### src/rtl/lsq_pkg.sv
// Shared types for the load/store dcache scheduler:
// FSM states, access sizes and the queue entry layout.
package lsq_pkg;

    // Entry tag storage; must be at least as wide as the rename tag.
    localparam int LSQ_TAG_MAX = 16;

    localparam logic [1:0] SZ_BYTE = 2'd0;
    localparam logic [1:0] SZ_HALF = 2'd1;
    localparam logic [1:0] SZ_WORD = 2'd2;

    typedef enum logic [1:0] {
        IDLE,
        REQ,
        WAIT_RESP,
        DRAIN
    } lsq_state_e;

    typedef struct packed {
        logic [31:0]            addr;
        logic [31:0]            data;
        logic [1:0]             size;
        logic                   is_st;
        logic [LSQ_TAG_MAX-1:0] tag;
    } lsq_entry_t;

endpackage

### src/rtl/lsq_fifo.sv
// Circular entry buffer for the scheduler.
// Flush wins over push/pop; push is refused while full.
module lsq_fifo
    import lsq_pkg::*;
#(
    parameter int DEPTH = 8
) (
    input  logic                     clk,
    input  logic                     rst,
    input  logic                     flush,
    input  logic                     push,
    input  lsq_entry_t               push_entry,
    input  logic                     pop,
    output lsq_entry_t               head_entry,
    output logic [$clog2(DEPTH):0]   count,
    output logic                     full,
    output logic                     empty
);

    localparam int AW = $clog2(DEPTH);

    lsq_entry_t    mem [DEPTH];
    logic [AW-1:0] head;
    logic [AW-1:0] tail;
    logic          do_push;
    logic          do_pop;

    assign full       = (count == (AW+1)'(DEPTH));
    assign empty      = (count == '0);
    assign do_push    = push && !full && !flush;
    assign do_pop     = pop && !empty && !flush;
    assign head_entry = mem[head];

    // Pointer and occupancy update; pointers wrap at the power-of-2 depth.
    always_ff @(posedge clk) begin
        if (rst || flush) begin
            head  <= '0;
            tail  <= '0;
            count <= '0;
        end else begin
            if (do_push) tail <= tail + 1'b1;
            if (do_pop)  head <= head + 1'b1;
            unique case ({do_push, do_pop})
                2'b10:   count <= count + 1'b1;
                2'b01:   count <= count - 1'b1;
                default: count <= count;
            endcase
        end
    end

    // Entry storage, written at the tail.
    always_ff @(posedge clk) begin
        if (do_push) mem[tail] <= push_entry;
    end

endmodule

### src/rtl/lsq_dcache_sched.sv
// In-order load/store scheduler: queues ops, issues the head to
// the dcache one at a time, gates stores on ROB retirement.
module lsq_dcache_sched
    import lsq_pkg::*;
#(
    parameter int QUEUE_DEPTH  = 8,
    parameter int OOO_TAG_SIZE = 10
) (
    input  logic                    clk,
    input  logic                    rst,
    input  logic                    ls_unit_alloc,
    input  logic [31:0]             addr_in,
    input  logic [31:0]             data_in,
    input  logic [1:0]              size_in,
    input  logic                    is_st_in,
    input  logic [OOO_TAG_SIZE-1:0] ooo_tag_in,
    output logic                    lsq_full,
    input  logic [OOO_TAG_SIZE-1:0] rob_ret_tag_in,
    input  logic                    rob_valid,
    input  logic                    rob_resteer,
    output logic                    dc_req_valid,
    input  logic                    dc_req_ready,
    output logic [31:0]             dc_req_addr,
    output logic [31:0]             dc_req_data,
    output logic [1:0]              dc_req_size,
    output logic                    dc_req_is_st,
    input  logic                    dc_resp_valid,
    input  logic [31:0]             dc_resp_data,
    output logic                    out_valid,
    output logic [OOO_TAG_SIZE-1:0] out_tag,
    output logic [31:0]             out_data,
    output logic                    out_is_st,
    output logic                    ls_unit_empty
);

    lsq_state_e                    state;
    lsq_state_e                    state_nxt;
    lsq_entry_t                    alloc_entry;
    lsq_entry_t                    head_entry;
    logic [$clog2(QUEUE_DEPTH):0]  count;
    logic                          q_empty;
    logic                          push;
    logic                          pop;
    logic                          rob_match;
    logic                          head_issuable;

    assign alloc_entry = '{
        addr:  addr_in,
        data:  data_in,
        size:  size_in,
        is_st: is_st_in,
        tag:   LSQ_TAG_MAX'(ooo_tag_in)
    };

    assign push = ls_unit_alloc && !rob_resteer;

    lsq_fifo #(
        .DEPTH(QUEUE_DEPTH)
    ) u_fifo (
        .clk        (clk),
        .rst        (rst),
        .flush      (rob_resteer),
        .push       (push),
        .push_entry (alloc_entry),
        .pop        (pop),
        .head_entry (head_entry),
        .count      (count),
        .full       (lsq_full),
        .empty      (q_empty)
    );

    assign rob_match     = rob_valid &&
                           (head_entry.tag == LSQ_TAG_MAX'(rob_ret_tag_in));
    assign head_issuable = !q_empty && (!head_entry.is_st || rob_match);

    assign dc_req_addr   = head_entry.addr;
    assign dc_req_data   = head_entry.data;
    assign dc_req_size   = head_entry.size;
    assign dc_req_is_st  = head_entry.is_st;
    assign ls_unit_empty = (count == '0) && (state == IDLE);

    // Issue FSM state register.
    always_ff @(posedge clk) begin
        if (rst) state <= IDLE;
        else     state <= state_nxt;
    end

    // Next state, request valid and pop; resteer overrides everything.
    // Valid is also masked during a resteer so a withdrawn request
    // can never be accepted on the flush cycle itself.
    always_comb begin
        state_nxt    = state;
        pop          = 1'b0;
        dc_req_valid = 1'b0;
        unique case (state)
            IDLE: begin
                if (!rob_resteer && head_issuable) state_nxt = REQ;
            end
            REQ: begin
                dc_req_valid = !rob_resteer;
                if (rob_resteer)       state_nxt = IDLE;
                else if (dc_req_ready) state_nxt = WAIT_RESP;
            end
            WAIT_RESP: begin
                if (rob_resteer) begin
                    state_nxt = dc_resp_valid ? IDLE : DRAIN;
                end else if (dc_resp_valid) begin
                    pop       = 1'b1;
                    state_nxt = IDLE;
                end
            end
            DRAIN: begin
                if (dc_resp_valid) state_nxt = IDLE;
            end
            default: state_nxt = IDLE;
        endcase
    end

    // Completion register: one-cycle pulse per popped entry.
    always_ff @(posedge clk) begin
        if (rst) begin
            out_valid <= 1'b0;
            out_tag   <= '0;
            out_data  <= '0;
            out_is_st <= 1'b0;
        end else begin
            out_valid <= pop;
            if (pop) begin
                out_tag   <= head_entry.tag[OOO_TAG_SIZE-1:0];
                out_is_st <= head_entry.is_st;
                out_data  <= head_entry.is_st ? 32'd0 : dc_resp_data;
            end
        end
    end

endmodule

### config.mk
export PLATFORM = sky130hd
export DESIGN_NAME = lsq_dcache_sched
export DESIGN_NICKNAME = d
export VERILOG_FILES = /design/src/rtl/lsq_pkg.sv /design/src/rtl/lsq_fifo.sv /design/src/rtl/lsq_dcache_sched.sv
export SDC_FILE = /design/constraint.sdc
export NUM_CORES = 1
export LEC_CHECK = 0
export BUFFER_PORTS_ARGS = -buffer_cell sky130_fd_sc_hd__buf_2
export CORE_MARGIN = 4
export CORE_UTILIZATION = 35
export DETAILED_ROUTE_END_ITERATION = 7
export MAX_ROUTING_LAYER = met4
export PLACE_DENSITY_LB_ADDON = 0.25
export SYNTH_ARGS = -nofsm -noshare
export SYNTH_HDL_FRONTEND = slang
export SYNTH_SLANG_ARGS = --single-unit
### constraint.sdc
create_clock -name clk -period 9 [get_ports clk]
set_clock_uncertainty 0.15 [all_clocks]
set_input_delay 1.35 -clock clk [delete_from_list [all_inputs] [get_ports clk]]
set_output_delay 1.35 -clock clk [all_outputs]
set_load 0.1 [all_outputs]
==> qor.txt, run 1 <==
DP Worst Slack: 4.33 ns
critical-path cell list: buf_4 > buf_4 > mux4_2 > mux2_2 > buf_2
Rel. slew slack: 0.322
Final Power: 0.00664 W
wire length per cell: 22.4 um
Overall Global Routing Usage: 0.146
CTS tree: done
DRT antenna net count: 0
Die Y: 281 um
fin crit share: 0.571
final setup vio count: 0
Setup crit end: dc_req_addr[28]
Total Neg Setup Slack: 0 ns
NumNets Final: 1605
CP Class: register to output pin
Placement Cell Area: 27900 sq um
largest net degree at the start of global routing: 83
max_cap viols: 0
status: complete, no violations
maximum vdd drop: 0.000111 V
worst-margin pin slew: 1.02 ns
switch share: 0.209
final wirelength: 56100 um
worst hold-check path type: register to register
critical path fanouts, max: 32
power share of the clock group: 0.446
vias in the first global route: 13100
yosys warns: 0
Unique masters post-synth: 40
share of cells above drive strength 1: 0.386
#FFs+latches synth: 675
DRT iter0 DRCs: 618
post-CTS sizing: 0
WP data required: 7.50 ns
DR DRC count: 0
WP depth: 5
NetSw: 0.00139 W
slowest stage delay, CP: 0.67 ns
nature of the critical path endpoint: output pin
std cell rows: 99
slowest stage cell, crit path: dfxtp_4
total gr overflow: 0
Slew Limit Fails: 0
via count: 12300
via-per-instance ratio: 4.92
CTS Hold Buffers Added: 0
Area Overhead vs Synth: 16.5%
R2R Setup Slk: 5.05 ns
Syn Inst Count: 1263
fin crit period: 5.14 ns
most frequent cells in the layout: edfxtp_1 (616), buf_2 (239), mux4_2 (144)
Post-synth EDFFs: 616
first-pass GRT wire length: 83800 um
r2r endpoint: state[0]$_SDFFE_PP0P_
Async S/R FF share, synth: 0
Pwr Density: 219 nW/um^2
post-synth net total: 1395
clock buffer count from CTS: 74
unrepaired setup endpoints after global routing: false
Crit path top cell by count: buf_4
Post-CTS Setup Repair Bufs: 0
CTS Root Cell: clkbuf_16
initial antenna violation count: 14
Worst setup SP type: register
most common cell after layout, fill and taps aside: edfxtp_1
Buf+Inv Stages, Crit Path: 3
mapped cell area: 26000 sq um
Clock transition at path regs: 0.06 ns
router iterations before antenna repair: 6
die width: 281 um
Design Area, Final: 30300 sq um
FF-to-FF path depth: 7
DP Cell Count: 2356
H-tree level count: 3
I/O Buffers: 239
Critical Path AT: 3.64 ns
Reg power frac: 0.519
HPWL after DPL: 30200 um
P_leak: 9.72 nW
area of the die: 78700 sq um
CP delay by family, top: buffers and inverters
Initial Util: 0.354
sequential area share after synthesis: 0.757
Worst-Skew Late Latency: 0.59 ns
final setup margin: 3.86 ns
fmax: 195 MHz
Core Area: 73300 sq um
logic gate share of total power: 0.035
CTS max path bufs: 3
CTS sink cnt: 675
Final GP Congestion: 0.724
Layout Cells excl Fill: 2502
Top Ports: 240
Int Pwr: 0.00526 W
Synth Area per Inst: 20.6 sq um
Main synth FF type: edfxtp_1
FILL cells: 6532
endpoints failing hold: 0
-- cells by family after synthesis --
| logic type | Yosys count | synth area share |
|---|---|---|
| compound gates | 57 | 0.0126 |
| xor+xnor | 16 | 0.00539 |
| fa+ha+maj | 6 | 0.00318 |
| buf+inv | 134 | 0.0307 |
| flops | 675 | 0.757 |
| mux | 236 | 0.167 |
| simple gates | 139 | 0.0244 |
-- sequential cells by signal (all words and copies together) (netlist names), named ones only --
register      flops
state             2
u_fifo.tail       3
out_tag          10
out_data         32
u_fifo.count      4
out_is_st         1
u_fifo.head       3
out_valid         1
u_fifo.mem      616
-- area by class of cell --
type                            count  area [sq um]  share of cell area
Antenna cell                       12          30.0            0.000991
Clock buffer                       99          2020              0.0667
Clock inverter                     35           359              0.0119
Inverter                            5          18.8            0.000620
Multi-Input combinational cell    454          5580               0.184
Sequential cell                   675         19700               0.650
Tap cell                          959          1200              0.0396
Timing Repair Buffer              263          1390              0.0459
-- through the flow --
stage	hold slack [ns]	util
after floorplan	0.312	-
after global placement	0.286	0.380
after detailed placement	0.298	0.380
after CTS	0.306	0.413
after global routing	0.316	0.413
final	0.300	0.413
-- power groups by stage --
| stage | clock [W] | sequential [W] | combinational, W |
|---|---|---|---|
| 6_report | 0.00296 | 0.00344 | 0.000235 |
| 3_3_place_gp | 0 | 0.00351 | 0.000234 |
| 2_1_floorplan | 0 | 0.00352 | 0.000160 |
| 3_5_place_dp | 0 | 0.00351 | 0.000240 |
| 5_1_grt | 0.00319 | 0.00344 | 0.000252 |
| 4_1_cts | 0.00306 | 0.00344 | 0.000240 |
-- worst min-delay path, cell delays in order, from the launching register on --
cell     delay (ns)
dfxtp_1        0.30
nand2_1        0.05
a21oi_1        0.05
-- synth_stat cells, drive strengths merged, types with 2 or more instances --
| cell type | count | share of area |
|---|---|---|
| a211oi | 8 | 0.0023 |
| a21oi | 42 | 0.0081 |
| buf | 91 | 0.025 |
| nand2 | 40 | 0.0058 |
| dfxtp | 59 | 0.045 |
| nand3b | 4 | 0.0012 |
| xnor2 | 7 | 0.0024 |
| xor2 | 9 | 0.0030 |
| nand2b | 3 | 0.00072 |
| ha | 5 | 0.0024 |
| nor3 | 3 | 0.00058 |
| clkbuf | 38 | 0.0055 |
| or3 | 2 | 0.00048 |
| mux2 | 66 | 0.029 |
| nand4 | 4 | 0.00096 |
| mux4 | 149 | 0.13 |
| o21ai | 2 | 0.00039 |
| edfxtp | 616 | 0.71 |
| inv | 5 | 0.00072 |
| nor2b | 3 | 0.00072 |
| nand3 | 35 | 0.0067 |
| nor2 | 39 | 0.0056 |
| mux2i | 21 | 0.0081 |
-- layer usage --
layer,global-route usage,routed length [um]
met5,-,0
met4,0.0395,999
met3,0.0348,3260
met2,0.233,27200
met1,0.188,24600
-- worst min-delay path by stage --
| stage | to | from | slack [ns] | depth (start not counted) |
|---|---|---|---|---|
| 3_3_place_gp | out_data[3]$_SDFFE_PP0N_ | out_data[3]$_SDFFE_PP0N_ | 0.29 | 2 |
| 6_report | out_data[10]$_SDFFE_PP0N_ | out_data[10]$_SDFFE_PP0N_ | 0.30 | 2 |
| 3_5_place_dp | out_data[25]$_SDFFE_PP0N_ | out_data[25]$_SDFFE_PP0N_ | 0.30 | 2 |
| 4_1_cts | out_data[25]$_SDFFE_PP0N_ | out_data[25]$_SDFFE_PP0N_ | 0.31 | 2 |
| 2_1_floorplan | u_fifo.count[3]$_SDFFE_PP0P_ | u_fifo.count[3]$_SDFFE_PP0P_ | 0.31 | 2 |
| 5_1_grt | out_data[15]$_SDFFE_PP0N_ | out_data[15]$_SDFFE_PP0N_ | 0.32 | 2 |
Note: power is estimated with default switching activity, not from simulation.
==> run 2: changes to the inputs <==
==> constraint.sdc (replaced) <==
create_clock -name clk -period 4.4 [get_ports clk]
set_clock_uncertainty 0.15 [all_clocks]
set_input_delay 0.66 -clock clk [delete_from_list [all_inputs] [get_ports clk]]
set_output_delay 0.66 -clock clk [all_outputs]
set_load 0.1 [all_outputs]
==> run 2 against run 1 <==
Compared with the run above: sequential power increased by 100%; worst setup slack got worse by 3.1 ns; final area increased by 1.4%; critical path depth unchanged; routed wire length decreased by 0.76%; first-iteration DRC count increased by 22%; critical path type unchanged; flip-flop and latch count unchanged.
==> qor.txt, run 2 (synthesis gave the netlist of run 1 again) <==
status: complete, no violations
Initial Util: 0.354 (unchanged)
Pwr Density: 449 nW/um^2 (+100%)
max reg flops: 616 (unchanged)
std cell rows: 99 (unchanged)
Rel. slew slack: 0.417 (+0.0950)
critical path fanouts, max: 22 (-31%)
GR peak layer: met2
final setup vio count: 0 (unchanged)
CTS sink cnt: 675 (unchanged)
most frequent cells in the layout: edfxtp_1 (616), buf_2 (239), mux4_2 (144)
Area Overhead vs Synth: 18.2%
CTS Hold Buffers Added: 0 (unchanged)
Core Area: 73300 sq um (unchanged)
via-per-instance ratio: 4.93 (about the same)
die width: 281 um (unchanged)
global routing usage on met3: 0.0366 (+0.00183)
worst-margin pin slew: 0.875 ns (-0.143 ns)
P_leak: 9.85 nW (+1.4%)
largest net degree at the start of global routing: 91 (+9.6%)
maximum vdd drop: 0.000262 V (+140%)
CP delay by family, top: buffers and inverters
worst hold-check path type: input port to register
largest reg by FF count: u_fifo.mem
clock buffer count from CTS: 75 (+1.4%)
fmax: 275 MHz
total gr overflow: 0 (unchanged)
Final GP Congestion: 0.724 (unchanged)
critical-path cell list: buf_12 > buf_12 > mux4_2 > mux2_2 > buf_2
I/O Buffers: 239 (unchanged)
Worst-Skew Late Latency: 0.60 ns (about the same)
WP data required: 3.59 ns (-3.91 ns)
DR DRC count: 0 (unchanged)
Worst setup SP type: register
H-tree level count: 3 (unchanged)
unrepaired setup endpoints after global routing: false
Critical Path AT: 2.83 ns (-0.81 ns)
max_cap viols: 0 (unchanged)
most common cell after layout, fill and taps aside: edfxtp_1
final wirelength: 55700 um (-0.76%)
met1 Use GR: 0.185 (-0.00290)
first-pass GRT wire length: 83500 um (-0.37%)
CP Class: register to output pin
fin crit period: 3.64 ns
nature of the critical path endpoint: output pin
post-CTS sizing: 0 (unchanged)
endpoints failing hold: 0 (unchanged)
CTS Root Cell: clkbuf_16
share of cells above drive strength 1: 0.393 (+0.00683)
wire length per cell: 22.2 um (-0.96%)
CTS max path bufs: 3 (unchanged)
Die Y: 281 um (unchanged)
grt met2 use: 0.235 (+0.00120)
Top Ports: 240 (unchanged)
vias in the first global route: 13100 (+0.11%)
Final Power: 0.0138 W (+110%)
HPWL after DPL: 31000 um (+2.6%)
Post-CTS Setup Repair Bufs: 0 (unchanged)
CTS tree: done
Buf+Inv Stages, Crit Path: 3 (unchanged)
Clock transition at path regs: 0.06 ns (about the same)
Overall Global Routing Usage: 0.145 (-0.000992)
Total Neg Setup Slack: 0 ns (unchanged)
area of the die: 78700 sq um (unchanged)
slowest stage cell, crit path: dfxtp_4
NumNets Final: 1614 (+0.56%)
router iterations before antenna repair: 5 (-1)
registers with the most flip-flops: u_fifo.mem: 616 flops, out_data: 32 flops, out_tag: 10 flops
Crit path top cell by count: buf_12
slowest stage delay, CP: 0.53 ns (-0.14 ns)
DRT antenna net count: 0 (unchanged)
Slew Limit Fails: 0 (unchanged)
via count: 12400 (+0.27%)
DRT iter0 DRCs: 756 (+22%)
final setup margin: 0.760 ns (-3.10 ns)
R2R Setup Slk: 1.48 ns (-3.57 ns)
fin crit share: 0.827
DP Worst Slack: 1.33 ns (-3.00 ns)
initial antenna violation count: 8 (-6)
run 2: changes by cell type in the layout (fill, tap and decap cells not counted), sizes merged:
cell,change
buf,+8
bufinv,+2
clkbuf,-8
clkinv,+6
clkinvlp,+3
diode,-4
inv,-2
run 2: final cells by class:
type                            count  area [sq um]
Antenna cell                        8          20.0
Clock buffer                       91          2000
Clock inverter                     44           503
Fill cell                        6468         42600
Inverter                            5          18.8
Multi-Input combinational cell    454          5600
Sequential cell                   675         19700
Tap cell                          959          1200
Timing Repair Buffer              271          1690
run 2: per-stage QoR:
| stage | instances | instance area [sq um] | hold slack, ns | util |
|---|---|---|---|---|
| final | 2507 | 30700 | 0.161 | 0.419 |
| after global routing | 2506 | 30700 | 0.126 | 0.419 |
| after CTS | 2499 | 30700 | 0.106 | 0.419 |
| after detailed placement | 2364 | 28200 | 0.295 | 0.384 |
| after global placement | 2364 | 28200 | 0.285 | 0.384 |
| after floorplan | 1263 | 26000 | 0.312 | - |
run 2: path summary, 6_finish.rpt:
check / endpoint / start / cells past startpoint
worst min-delay path: u_fifo.mem[3][28]$_DFFE_PP_ / data_in[15] / 1
worst min register to register: out_data[18]$_SDFFE_PP0N_ / out_data[18]$_SDFFE_PP0N_ / 2
worst max register to register: u_fifo.count[3]$_SDFFE_PP0P_ / u_fifo.count[1]$_SDFFE_PP0P_ / 9
worst max-delay path: dc_req_size[0] / register / 5
run 2: layer usage:
layer  wire length (um)  up-vias
li1                   -     5499
met1              24400     6476
met2              27300      291
met3               2880       88
met4               1120        0
met5                  0        -
run 2: power by group:
group / total [W] / switching [W] / leakage [nW] / internal [W]
Sequential: 0.00705 / 0.0000102 / 6.04 / 0.00704
Combinational: 0.000483 / 0.000367 / 2.59 / 0.000117
Clock: 0.00627 / 0.00252 / 1.22 / 0.00374
Total: 0.0138 / 0.00290 / 9.85 / 0.0109
==> run 3: changes to the inputs <==
==> constraint.sdc (replaced) <==
create_clock -name clk -period 3.4 [get_ports clk]
set_clock_uncertainty 0.15 [all_clocks]
set_input_delay 0.51 -clock clk [delete_from_list [all_inputs] [get_ports clk]]
set_output_delay 0.51 -clock clk [all_outputs]
set_load 0.1 [all_outputs]
==> run 3 against run 2 <==
Compared with the run above: die area unchanged; critical path depth did not move; routed wire length up 0.71%; clock power grew 28%; worst setup slack worse by 0.58 ns; largest power group unchanged.
==> qor.txt, run 3 (synthesis gave the netlist of run 1 again) <==
post-layout util: 0.431 (+0.0116)
endpoints failing hold: 0 (unchanged)
via-per-instance ratio: 4.88 (-1.1%)
area of the die: 78700 sq um (unchanged)
router iterations before antenna repair: 5 (unchanged)
via count: 12600 (+2.0%)
final setup margin: 0.180 ns (-0.580 ns)
fin crit share: 0.947
DRT antenna net count: 0 (unchanged)
critical path fanouts, max: 21 (-4.5%)
Top Ports: 240 (unchanged)
nature of the critical path endpoint: output pin
WP data required: 2.74 ns (-0.85 ns)
DRT iter0 DRCs: 749 (-0.93%)
DR DRC count: 0 (unchanged)
final setup vio count: 0 (unchanged)
Final Power: 0.0178 W (+29%)
Core Area: 73300 sq um (unchanged)
share of cells above drive strength 1: 0.386 (-0.00729)
total gr overflow: 0 (unchanged)
max reg flops: 616 (unchanged)
Pwr Density: 565 nW/um^2 (+26%)
fmax: 311 MHz
Critical Path AT: 2.56 ns (-0.27 ns)
Clock transition at path regs: 0.06 ns (about the same)
worst hold-check path type: input port to register
die width: 281 um (unchanged)
most frequent cells in the layout: edfxtp_1 (616), buf_2 (212), mux4_2 (144)
Total Neg Setup Slack: 0 ns (unchanged)
most common cell after layout, fill and taps aside: edfxtp_1
FILL cells: 6364 (-1.6%)
Worst setup SP type: register
FF+latch area: 19700 sq um (about the same)
hold path startpoint: addr_in[30]
Slew Limit Fails: 0 (unchanged)
max_cap viols: 0 (unchanged)
worst-margin pin slew: 0.871 ns (-0.00404 ns)
Worst-Skew Late Latency: 0.59 ns (about the same)
Rel. slew slack: 0.419 (+0.00270)
clock buffer count from CTS: 75 (unchanged)
std cell rows: 99 (unchanged)
wire length per cell: 21.7 um (-2.3%)
maximum vdd drop: 0.000372 V (+42%)
first-pass GRT wire length: 84800 um (+1.6%)
Overall Global Routing Usage: 0.147 (+0.00215)
CTS sink cnt: 675 (unchanged)
largest net degree at the start of global routing: 77 (-15%)
final wirelength: 56100 um (+0.71%)
vias in the first global route: 13500 (+3.2%)
NumNets Final: 1692 (+4.8%)
Area Overhead vs Synth: 21.5%
initial antenna violation count: 4 (-4)
fin crit period: 3.22 ns
I/O Buffers: 239 (unchanged)
CTS tree: done
registers with the most flip-flops: u_fifo.mem: 616 flops, out_data: 32 flops, out_tag: 10 flops
Final GP Congestion: 0.741 (+2.3%)
Initial Util: 0.354 (unchanged)
R2R Setup Slk: 0.59 ns (-0.89 ns)
DP Worst Slack: 0.567 ns (-0.767 ns)
CTS max path bufs: 3 (unchanged)
P_leak: 10.2 nW (+3.8%)
CP Class: register to output pin
status: complete, no violations
HPWL after DPL: 30900 um (-0.24%)
Die Y: 281 um (unchanged)
worst hold slack: 0.0373 ns (-0.124 ns)
largest reg by FF count: u_fifo.mem
unrepaired setup endpoints after global routing: false
CTS Root Cell: clkbuf_16
H-tree level count: 3 (unchanged)
multi-input logic area: 5630 sq um (+0.54%)
## run 3: layout make-up
type,count,area share
Timing Repair Buffer,349,0.0808
Sequential cell,675,0.624
Antenna cell,4,0.000317
Clock inverter,45,0.0149
Clock buffer,93,0.0633
Multi-Input combinational cell,454,0.178
Inverter,5,0.000594
Tap cell,959,0.0380
## run 3: critical path: stages (launching register included)
cell and delay (ns):
dfxtp_4 0.41, buf_12 0.22, buf_16 0.24, mux4_2 0.53
mux2_2 0.29, buf_4 0.23
## run 3: power breakdown
part / leakage (nW) / total [W] / internal, W / switching, W
Sequential: 6.04 / 0.00912 / 0.00911 / 0.0000133
Combinational: 2.97 / 0.000701 / 0.000215 / 0.000486
Clock: 1.21 / 0.00802 / 0.00486 / 0.00316
Total: 10.2 / 0.0178 / 0.0142 / 0.00366
## run 3: path summary, 6_finish.rpt
path,end,cells past startpoint
min reg2reg,out_data[23]$_SDFFE_PP0N_,2
min,u_fifo.mem[7][75]$_DFFE_PP_,1
max,dc_req_data[4],5
max reg2reg,state[0]$_SDFFE_PP0P_,7
## run 3: layer usage
layer,wire length [um],share of wire,track usage
met5,0,0,-
met4,926,0.017,0.0327
met1,24700,0.44,0.189
met2,27600,0.49,0.240
met3,2800,0.050,0.0344
## run 3: per-stage QoR
stage          std cells  area (sq um)
2_1_floorplan       1263         26100
3_3_place_gp        2373         28300
3_5_place_dp        2373         28300
4_1_cts             2579         31500
5_1_grt             2584         31600
6_report            2584         31600
## run 3: what timing repair did
action | in CTS | in global routing
gates resized for setup | 26 | 2
hold buffers | 66 | 0
hold endpoints to repair | 280 | 0
setup endpoints to repair | 39 | 36
setup buffers | 2 | 1
pin swaps | 0 | 0
